`config.mk`:
```
export PLATFORM = sky130hd
export DESIGN_NAME = fp_mul_seq_flat
export DESIGN_NICKNAME = d
export VERILOG_FILES = /design/src/rtl/fp_mul_seq_pkg.sv /design/src/rtl/fp_mul_seq_if.sv /design/src/rtl/fp_mul_seq_round.sv /design/src/rtl/fp_mul_seq.sv /design/src/flat_wrapper.sv
export SDC_FILE = /design/constraint.sdc
export NUM_CORES = 1
export LEC_CHECK = 0
export ABC_AREA = 1
export BUFFER_PORTS_ARGS = -buffer_cell sky130_fd_sc_hd__buf_2
export CAP_MARGIN = 30
export CORE_MARGIN = 4
export CORE_UTILIZATION = 30
export CTS_CLUSTER_SIZE = 8
export DETAILED_ROUTE_END_ITERATION = 10
export PLACE_DENSITY = 0.48
export SKIP_CTS_REPAIR_TIMING = 1
export SLEW_MARGIN = 20
export SYNTH_ARGS = -nofsm -noshare
export SYNTH_HDL_FRONTEND = slang
export SYNTH_SLANG_ARGS = --single-unit
```
`constraint.sdc`:
```
create_clock -name clk -period 6.2 [get_ports clk]
set_input_delay 0.31 -clock clk [delete_from_list [all_inputs] [get_ports clk]]
set_output_delay 0.31 -clock clk [all_outputs]
set_load 0.02 [all_outputs]
```
`src/rtl/fp_mul_seq_pkg.sv`:
```
// ---------------------------------------------------------------------------
// fp_mul_seq_pkg : shared FSM states, flag indices and rounding helper (rev 1.0)
// ---------------------------------------------------------------------------
`default_nettype none

package fp_mul_seq_pkg;

  typedef enum logic [2:0] {
    ST_IDLE = 3'd0,
    ST_MUL  = 3'd1,
    ST_NORM = 3'd2,
    ST_RND  = 3'd3,
    ST_DONE = 3'd4
  } state_t;

  localparam int NFLAGS         = 4;
  localparam int FLAG_INVALID   = 0;
  localparam int FLAG_OVERFLOW  = 1;
  localparam int FLAG_UNDERFLOW = 2;
  localparam int FLAG_INEXACT   = 3;

  // Round-to-nearest-even increment decision; ties go to the even retained value.
  function automatic logic rne_round_up(input logic lsb, input logic guard,
                                        input logic round, input logic sticky);
    return guard & (round | sticky | lsb);
  endfunction

endpackage

`default_nettype wire

```
`src/rtl/fp_mul_seq_if.sv`:
```
// ---------------------------------------------------------------------------
// fp_mul_seq_if : operand/result handshake bundle for fp_mul_seq (rev 1.0)
// ---------------------------------------------------------------------------
`default_nettype none

interface fp_mul_seq_if
  import fp_mul_seq_pkg::*;
#(
  parameter int NEXP = 8,
  parameter int NSIG = 7
);
  localparam int W = 1 + NEXP + NSIG;

  logic              in_valid;
  logic              in_ready;
  logic [W-1:0]      a;
  logic [W-1:0]      b;
  logic              out_valid;
  logic              out_ready;
  logic [W-1:0]      result;
  logic [NFLAGS-1:0] flags;

  modport master (
    output in_valid, a, b, out_ready,
    input  in_ready, out_valid, result, flags
  );

  modport slave (
    input  in_valid, a, b, out_ready,
    output in_ready, out_valid, result, flags
  );

endinterface

`default_nettype wire

```
`src/rtl/fp_mul_seq_round.sv`:
```
// ---------------------------------------------------------------------------
// fp_mul_seq_round : RNE round unit for a normalised product, hidden bit removed (rev 1.0)
// ---------------------------------------------------------------------------
`default_nettype none

module fp_mul_seq_round
  import fp_mul_seq_pkg::*;
#(
  parameter int NSIG = 7
) (
  input  logic [2*NSIG:0]  prod,
  output logic [NSIG-1:0]  frac,
  output logic             carry,
  output logic             inexact
);

  logic [NSIG-1:0] retained;
  logic            guard;
  logic            round;
  logic            sticky;
  logic            up;

  assign retained = prod[2*NSIG:NSIG+1];
  assign guard    = prod[NSIG];
  assign round    = prod[NSIG-1];
  assign sticky   = |prod[NSIG-2:0];
  assign up       = rne_round_up(retained[0], guard, round, sticky);
  assign inexact  = guard | round | sticky;

  assign {carry, frac} = {1'b0, retained} + {{NSIG{1'b0}}, up};

endmodule

`default_nettype wire

```
`src/rtl/fp_mul_seq.sv`:
```
// ---------------------------------------------------------------------------
// fp_mul_seq : iterative bfloat multiplier sequencer, shift-add + shared round (rev 1.0)
// ---------------------------------------------------------------------------
`default_nettype none

module fp_mul_seq
  import fp_mul_seq_pkg::*;
#(
  parameter int NEXP = 8,
  parameter int NSIG = 7
) (
  input  logic         clk,
  input  logic         rst_n,
  fp_mul_seq_if.slave  bus
);

  localparam int W    = 1 + NEXP + NSIG;
  localparam int SW   = NSIG + 1;
  localparam int PW   = 2 * NSIG + 2;
  localparam int EW   = NEXP + 2;
  localparam int CW   = $clog2(NSIG + 1);
  localparam int BIAS = 2 ** (NEXP - 1) - 1;

  localparam logic [NEXP-1:0]     EXP_ONES = '1;
  localparam logic [W-2:0]        QNAN_MAG = {EXP_ONES, 1'b1, {(NSIG-1){1'b0}}};
  localparam logic [W-2:0]        INF_MAG  = {EXP_ONES, {NSIG{1'b0}}};
  localparam logic signed [EW-1:0] EXP_BIAS = EW'(BIAS);
  localparam logic signed [EW-1:0] EXP_OVF  = EW'(2 ** NEXP - 1);
  localparam logic signed [EW-1:0] EXP_ZERO = '0;
  localparam logic [CW-1:0]       CNT_LAST = CW'(NSIG);

  state_t                 state;
  logic                   sign;
  logic [PW-1:0]          mcand;
  logic [SW-1:0]          mplier;
  logic [PW-1:0]          product;
  logic signed [EW-1:0]   exp_acc;
  logic [CW-1:0]          counter;
  logic                   in_rdy;
  logic                   out_vld;
  logic [W-1:0]           res;
  logic [NFLAGS-1:0]      flg;

  assign bus.in_ready  = in_rdy;
  assign bus.out_valid = out_vld;
  assign bus.result    = res;
  assign bus.flags     = flg;

  // Operand classification; exponent 0 is treated as zero (denormals flushed).
  logic [NEXP-1:0] exp_a, exp_b;
  logic [NSIG-1:0] frac_a, frac_b;
  logic            a_zero, b_zero, a_inf, b_inf, a_nan, b_nan;
  logic            in_sign, special;

  assign exp_a   = bus.a[W-2:NSIG];
  assign exp_b   = bus.b[W-2:NSIG];
  assign frac_a  = bus.a[NSIG-1:0];
  assign frac_b  = bus.b[NSIG-1:0];
  assign a_zero  = (exp_a == '0);
  assign b_zero  = (exp_b == '0);
  assign a_inf   = (exp_a == EXP_ONES) && (frac_a == '0);
  assign b_inf   = (exp_b == EXP_ONES) && (frac_b == '0);
  assign a_nan   = (exp_a == EXP_ONES) && (frac_a != '0);
  assign b_nan   = (exp_b == EXP_ONES) && (frac_b != '0);
  assign in_sign = bus.a[W-1] ^ bus.b[W-1];
  assign special = a_zero | b_zero | (exp_a == EXP_ONES) | (exp_b == EXP_ONES);

  logic [W-1:0]      special_result;
  logic [NFLAGS-1:0] special_flags;

  always_comb begin
    special_result = {in_sign, {(W-1){1'b0}}};
    special_flags  = '0;
    if (a_nan || b_nan) begin
      special_result = {1'b0, QNAN_MAG};
    end else if ((a_zero && b_inf) || (a_inf && b_zero)) begin
      special_result               = {1'b0, QNAN_MAG};
      special_flags[FLAG_INVALID]  = 1'b1;
    end else if (a_inf || b_inf) begin
      special_result = {in_sign, INF_MAG};
    end
  end

  logic signed [EW-1:0] exp_sum;
  assign exp_sum = $signed({2'b00, exp_a}) + $signed({2'b00, exp_b}) - EXP_BIAS;

  logic [NSIG-1:0] rnd_frac;
  logic            rnd_carry;
  logic            rnd_inexact;

  fp_mul_seq_round #(.NSIG(NSIG)) u_round (
    .prod    (product[PW-2:0]),
    .frac    (rnd_frac),
    .carry   (rnd_carry),
    .inexact (rnd_inexact)
  );

  // Exponent after the rounding carry, then clamp to inf/zero on out-of-range.
  logic signed [EW-1:0] exp_rnd;
  logic [W-1:0]         fin_result;
  logic [NFLAGS-1:0]    fin_flags;

  assign exp_rnd = exp_acc + $signed({{(EW-1){1'b0}}, rnd_carry});

  always_comb begin
    fin_result              = {sign, exp_rnd[NEXP-1:0], rnd_frac};
    fin_flags               = '0;
    fin_flags[FLAG_INEXACT] = rnd_inexact;
    if (exp_rnd >= EXP_OVF) begin
      fin_result               = {sign, INF_MAG};
      fin_flags[FLAG_OVERFLOW] = 1'b1;
      fin_flags[FLAG_INEXACT]  = 1'b1;
    end else if (exp_rnd <= EXP_ZERO) begin
      fin_result                = {sign, {(W-1){1'b0}}};
      fin_flags[FLAG_UNDERFLOW] = 1'b1;
      fin_flags[FLAG_INEXACT]   = 1'b1;
    end
  end

  always_ff @(posedge clk or negedge rst_n) begin
    if (!rst_n) begin
      state   <= ST_IDLE;
      sign    <= 1'b0;
      mcand   <= '0;
      mplier  <= '0;
      product <= '0;
      exp_acc <= '0;
      counter <= '0;
      in_rdy  <= 1'b1;
      out_vld <= 1'b0;
      res     <= '0;
      flg     <= '0;
    end else begin
      case (state)
        ST_IDLE: begin
          if (bus.in_valid) begin
            in_rdy <= 1'b0;
            if (special) begin
              res     <= special_result;
              flg     <= special_flags;
              out_vld <= 1'b1;
              state   <= ST_DONE;
            end else begin
              sign    <= in_sign;
              mcand   <= PW'({1'b1, frac_a});
              mplier  <= {1'b1, frac_b};
              product <= '0;
              exp_acc <= exp_sum;
              counter <= '0;
              state   <= ST_MUL;
            end
          end
        end
        ST_MUL: begin
          if (mplier[0]) begin
            product <= product + mcand;
          end
          mcand   <= mcand << 1;
          mplier  <= mplier >> 1;
          counter <= counter + 1'b1;
          if (counter == CNT_LAST) begin
            state <= ST_NORM;
          end
        end
        ST_NORM: begin
          // Product of two [1,2) significands is in [1,4); bring the leading 1 to the MSB.
          if (product[PW-1]) begin
            exp_acc <= exp_acc + EW'(1);
          end else begin
            product <= product << 1;
          end
          state <= ST_RND;
        end
        ST_RND: begin
          res     <= fin_result;
          flg     <= fin_flags;
          out_vld <= 1'b1;
          state   <= ST_DONE;
        end
        ST_DONE: begin
          if (bus.out_ready) begin
            out_vld <= 1'b0;
            in_rdy  <= 1'b1;
            state   <= ST_IDLE;
          end
        end
        default: begin
          out_vld <= 1'b0;
          in_rdy  <= 1'b1;
          state   <= ST_IDLE;
        end
      endcase
    end
  end

endmodule

`default_nettype wire

```
`src/flat_wrapper.sv`:
```
// flat-port wrapper written by rule: the top's interface ports become plain ports
module fp_mul_seq_flat import fp_mul_seq_pkg::*;
#(
  parameter int NEXP = 8,
  parameter int NSIG = 7
)
  (clk, rst_n, bus_in_valid, bus_a, bus_b, bus_out_ready, bus_in_ready, bus_out_valid, bus_result, bus_flags);
  fp_mul_seq_if #(.NEXP(NEXP), .NSIG(NSIG)) bus_i ();
  input  logic clk;
  input  logic rst_n;
  input wire logic [$bits(bus_i.in_valid)-1:0] bus_in_valid;
  input wire logic [$bits(bus_i.a)-1:0] bus_a;
  input wire logic [$bits(bus_i.b)-1:0] bus_b;
  input wire logic [$bits(bus_i.out_ready)-1:0] bus_out_ready;
  output wire logic [$bits(bus_i.in_ready)-1:0] bus_in_ready;
  output wire logic [$bits(bus_i.out_valid)-1:0] bus_out_valid;
  output wire logic [$bits(bus_i.result)-1:0] bus_result;
  output wire logic [$bits(bus_i.flags)-1:0] bus_flags;
  assign bus_i.in_valid = bus_in_valid;
  assign bus_i.a = bus_a;
  assign bus_i.b = bus_b;
  assign bus_i.out_ready = bus_out_ready;
  assign bus_in_ready = bus_i.in_ready;
  assign bus_out_valid = bus_i.out_valid;
  assign bus_result = bus_i.result;
  assign bus_flags = bus_i.flags;
  fp_mul_seq #(.NEXP(NEXP), .NSIG(NSIG)) u_core (.clk(clk), .rst_n(rst_n), .bus(bus_i));
endmodule
```
==> impl_metrics.env <==
export IMPL_fin_skew_ns=0.01252
export IMPL_cts_made_buffers=9
export IMPL_ys_ff_latch=79
export IMPL_h_tree_depth=3
export IMPL_grt_ovfl_total=0
export IMPL_p_sw_share_pct=48.77
export IMPL_drt_iter0_markers=271
export IMPL_ys_seq_area_share_pct=34.34
export IMPL_combPwrFrac_pct=53.2
export IMPL_postRouteWirelength_mm=15.54
export IMPL_p_leak_nw=3.444
export IMPL_synth_avg_cell_area_sq_um=7.016
export IMPL_synth_top_family_by_area="simple AND/OR/NAND/NOR gates"
export IMPL_p_sw_mw=1.551
export IMPL_dpl_cell_area_sq_mm=0.006231
export IMPL_tightest_slew_ns=0.7301
export IMPL_cp_start_kind="flop"
export IMPL_routedWlPerCell_microns=13.95
export IMPL_die_area_sq_mm=0.02148
export IMPL_clkTransAtPathRegs_ns=0.06
export IMPL_synthTopCellsByArea="dfrtp_1, nand2_1, ha_1"
export IMPL_grt_max_degree=66
export IMPL_first_pass_iters=5
export IMPL_final_nets=943
export IMPL_clock_latency_ns=0.34
export IMPL_p_per_area_mw_per_mm2=483.1
export IMPL_synth_area_sq_mm=0.005761
export IMPL_cts_root_buf="clkbuf_16"
export IMPL_syn_num_nets=889
export IMPL_synth_xor_area_share_pct=2.411
export IMPL_ys_flop_type="dfrtp_1"
export IMPL_status="completed"
export IMPL_max_freq_mhz=378.4
export IMPL_grt_use_total_pct=14.97
export IMPL_core_area_sq_mm=0.01877
export IMPL_antenna_found_initial=0
export IMPL_maxCapViolations=0
export IMPL_ys_types=45
export IMPL_start_util_pct=30.69
export IMPL_crit_fanout=12
export IMPL_critPathSlowestCell="a21oi_2"
export IMPL_routabilityCongestion=0.8336
export IMPL_area_growth_pct=14.29
export IMPL_synth_simple_area_share_pct=33.06
export IMPL_antenna_cells=0
export IMPL_clockBufferDepth=2
export IMPL_final_setup_tns_ns=0
export IMPL_yosys_area_top_type="dfrtp_1"
export IMPL_synth_async_reset_ratio_pct=100.0
export IMPL_required_ns=6.47
export IMPL_yosys_warnings=0
export IMPL_worst_ep_arrival_time_ns=2.91
export IMPL_rsz0062_at_grt="false"
export IMPL_grt_pass1_wl_mm=26.19
export IMPL_most_common_layout_cells="nand2_1, inv_1, dfrtp_1"
export IMPL_fin_crit_sh_pct=42.62
export IMPL_power_frac_clock_pct=17.6
export IMPL_drv_slew=0
export IMPL_synth_edf_count=0
export IMPL_grt_pass1_vias=5103
export IMPL_min_period_ns=2.642
export IMPL_io_pins=58
export IMPL_synth_fa_ha_area_share_pct=7.211
export IMPL_cts_tree="yes"
export IMPL_max_slew_margin_pct=51.21
export IMPL_crit_path_end_kind="flop"
export IMPL_synth_mux_area_share_pct=0
export IMPL_row_count=50
export IMPL_dpl_hpwl_mm=12.02
export IMPL_synth_compound_area_share_pct=13.79
export IMPL_drive_gt1_share_pct=13.52
export IMPL_detailroute_via_count=5265
export IMPL_seqPwrFrac_pct=29.3
export IMPL_ant_nets=0
export IMPL_die_h_microns=146.6
export IMPL_vias_per_cell=4.726
export IMPL_port_buffers=57
export IMPL_worst_path_largest_cell_delay_ns=0.45
export IMPL_crit_type="flop to flop"
export IMPL_ir_drop_mv=0.1648
export IMPL_synth_top_area_share_pct=33.88
export IMPL_intPower_mw=1.629
export IMPL_fin_area_sq_mm=0.006584
export IMPL_syn_inst=821
export IMPL_setup_viol=0
export IMPL_die_x_microns=146.6
export IMPL_final_common_cell="nand2_1"
export IMPL_cts_sinks=79
export IMPL_drc=0
export IMPL_min_path_type="input pin to flop"
export IMPL_nFillCells=2036
export IMPL_crit_chain="nand2_1, inv_1, nand3_1, nor2_1, ha_1, ha_1, nand3_2, nor2_2, nand2_1, xor2_1, nor2_1, a21oi_2, nand3_1, a21oi_1"
export IMPL_final_hold_viol_count=0
-- flip-flops by register name, indices dropped and copies added, names as in the netlist --
name                  count
u_core.bus.flags          4
u_core.bus.in_ready       1
u_core.bus.out_valid      1
u_core.bus.result        16
u_core.counter            3
u_core.exp_acc           10
u_core.mcand             16
u_core.mplier             8
u_core.product           16
u_core.sign               1
u_core.state              3
-- synth_stat cells (11+ instances only) --
cell type and count:
o21ai_1 15, o21ai_0 56, ha_1 30, a21oi_1 32, inv_2 11, nand2_1 231, nand3_1 63, o22ai_1 11
dfrtp_1 78, nand4_1 19, xor2_1 11, inv_1 94, o211ai_1 13, nor2_1 73
-- power by group through the flow --
stage / clock [mW] / sequential, mW / combinational (mW)
finish: 0.559 / 0.931 / 1.69
global route: 0.596 / 0.966 / 1.94
CTS: 0.578 / 0.933 / 1.71
detailed placement: 0 / 0.941 / 1.70
global placement: 0 / 0.944 / 1.71
floorplan: 0 / 0.949 / 1.28
-- worst max-delay path, delay by kind of cell, from the launching register on --
| kind | cells | cell delay, ns |
|---|---|---|
| AOI/OAI and AO/OA | 2 | 0.59 |
| DFF | 1 | 0.38 |
| and+or+nand+nor | 8 | 0.96 |
| adders and majority gates | 2 | 0.40 |
| xor gates and xnor gates | 1 | 0.17 |
| buffers and inverters | 1 | 0.09 |
-- cells by family after synthesis --
group,after synthesis
AND/OR/NAND/NOR,429
buffers and inverters,125
AO/OA/AOI/OAI,141
XOR/XNOR,15
adder cells (fa/ha/maj),32
flip-flops,79
-- metrics by stage --
| stage | power [mW] | setup slack, ns | hold WS (ns) | util (%) | std cells |
|---|---|---|---|---|---|
| 2_1_floorplan | 2.232 | 4.047 | 0.01441 | - | 821 |
| 3_3_place_gp | 2.652 | 3.524 | 0.1845 | 33.20 | 1096 |
| 3_5_place_dp | 2.641 | 3.534 | 0.1856 | 33.20 | 1096 |
| 4_1_cts | 3.221 | 3.532 | -0.1861 | 34.88 | 1112 |
| 5_1_grt | 3.507 | 3.232 | 0.2295 | 35.08 | 1114 |
| 6_report | 3.180 | 3.558 | 0.2125 | 35.08 | 1114 |
-- cell type report --
cell class	instances	area, sq um	area share [%]
multi-input cells	617	3253	49.41
flip-flops and latches	79	1978	30.05
inverters	107	404.1	6.138
repair buffers	61	340.3	5.169
well taps	234	292.8	4.447
clock buffers	11	252.7	3.839
clock inverters	5	62.56	0.9502
-- routing by layer --
metal	vias up	track usage [%]	share of wire, %
met5	-	0	0
met4	0	4.233	1.3
met3	16	2.576	3.3
met2	79	21.63	41
met1	2366	22.81	54
li1	2804	-	-
-- path summary, 6_finish.rpt --
path                                     start                   end  slack, ns  cells past startpoint
setup reg to reg             u_core.product[7]  u_core.bus.result[6]       3.56                     14
min in group asynchronous                rst_n  u_core.bus.result[8]       0.37                      2
max in group asynchronous                rst_n   u_core.bus.in_ready       4.93                      4
hold / removal                        bus_a[0]       u_core.mcand[0]       0.21                      3
hold reg to reg            u_core.bus.flags[1]   u_core.bus.flags[1]       0.47                      2
setup / recovery             u_core.product[7]  u_core.bus.result[6]       3.56                     14
(Power assumes the default switching activity.)
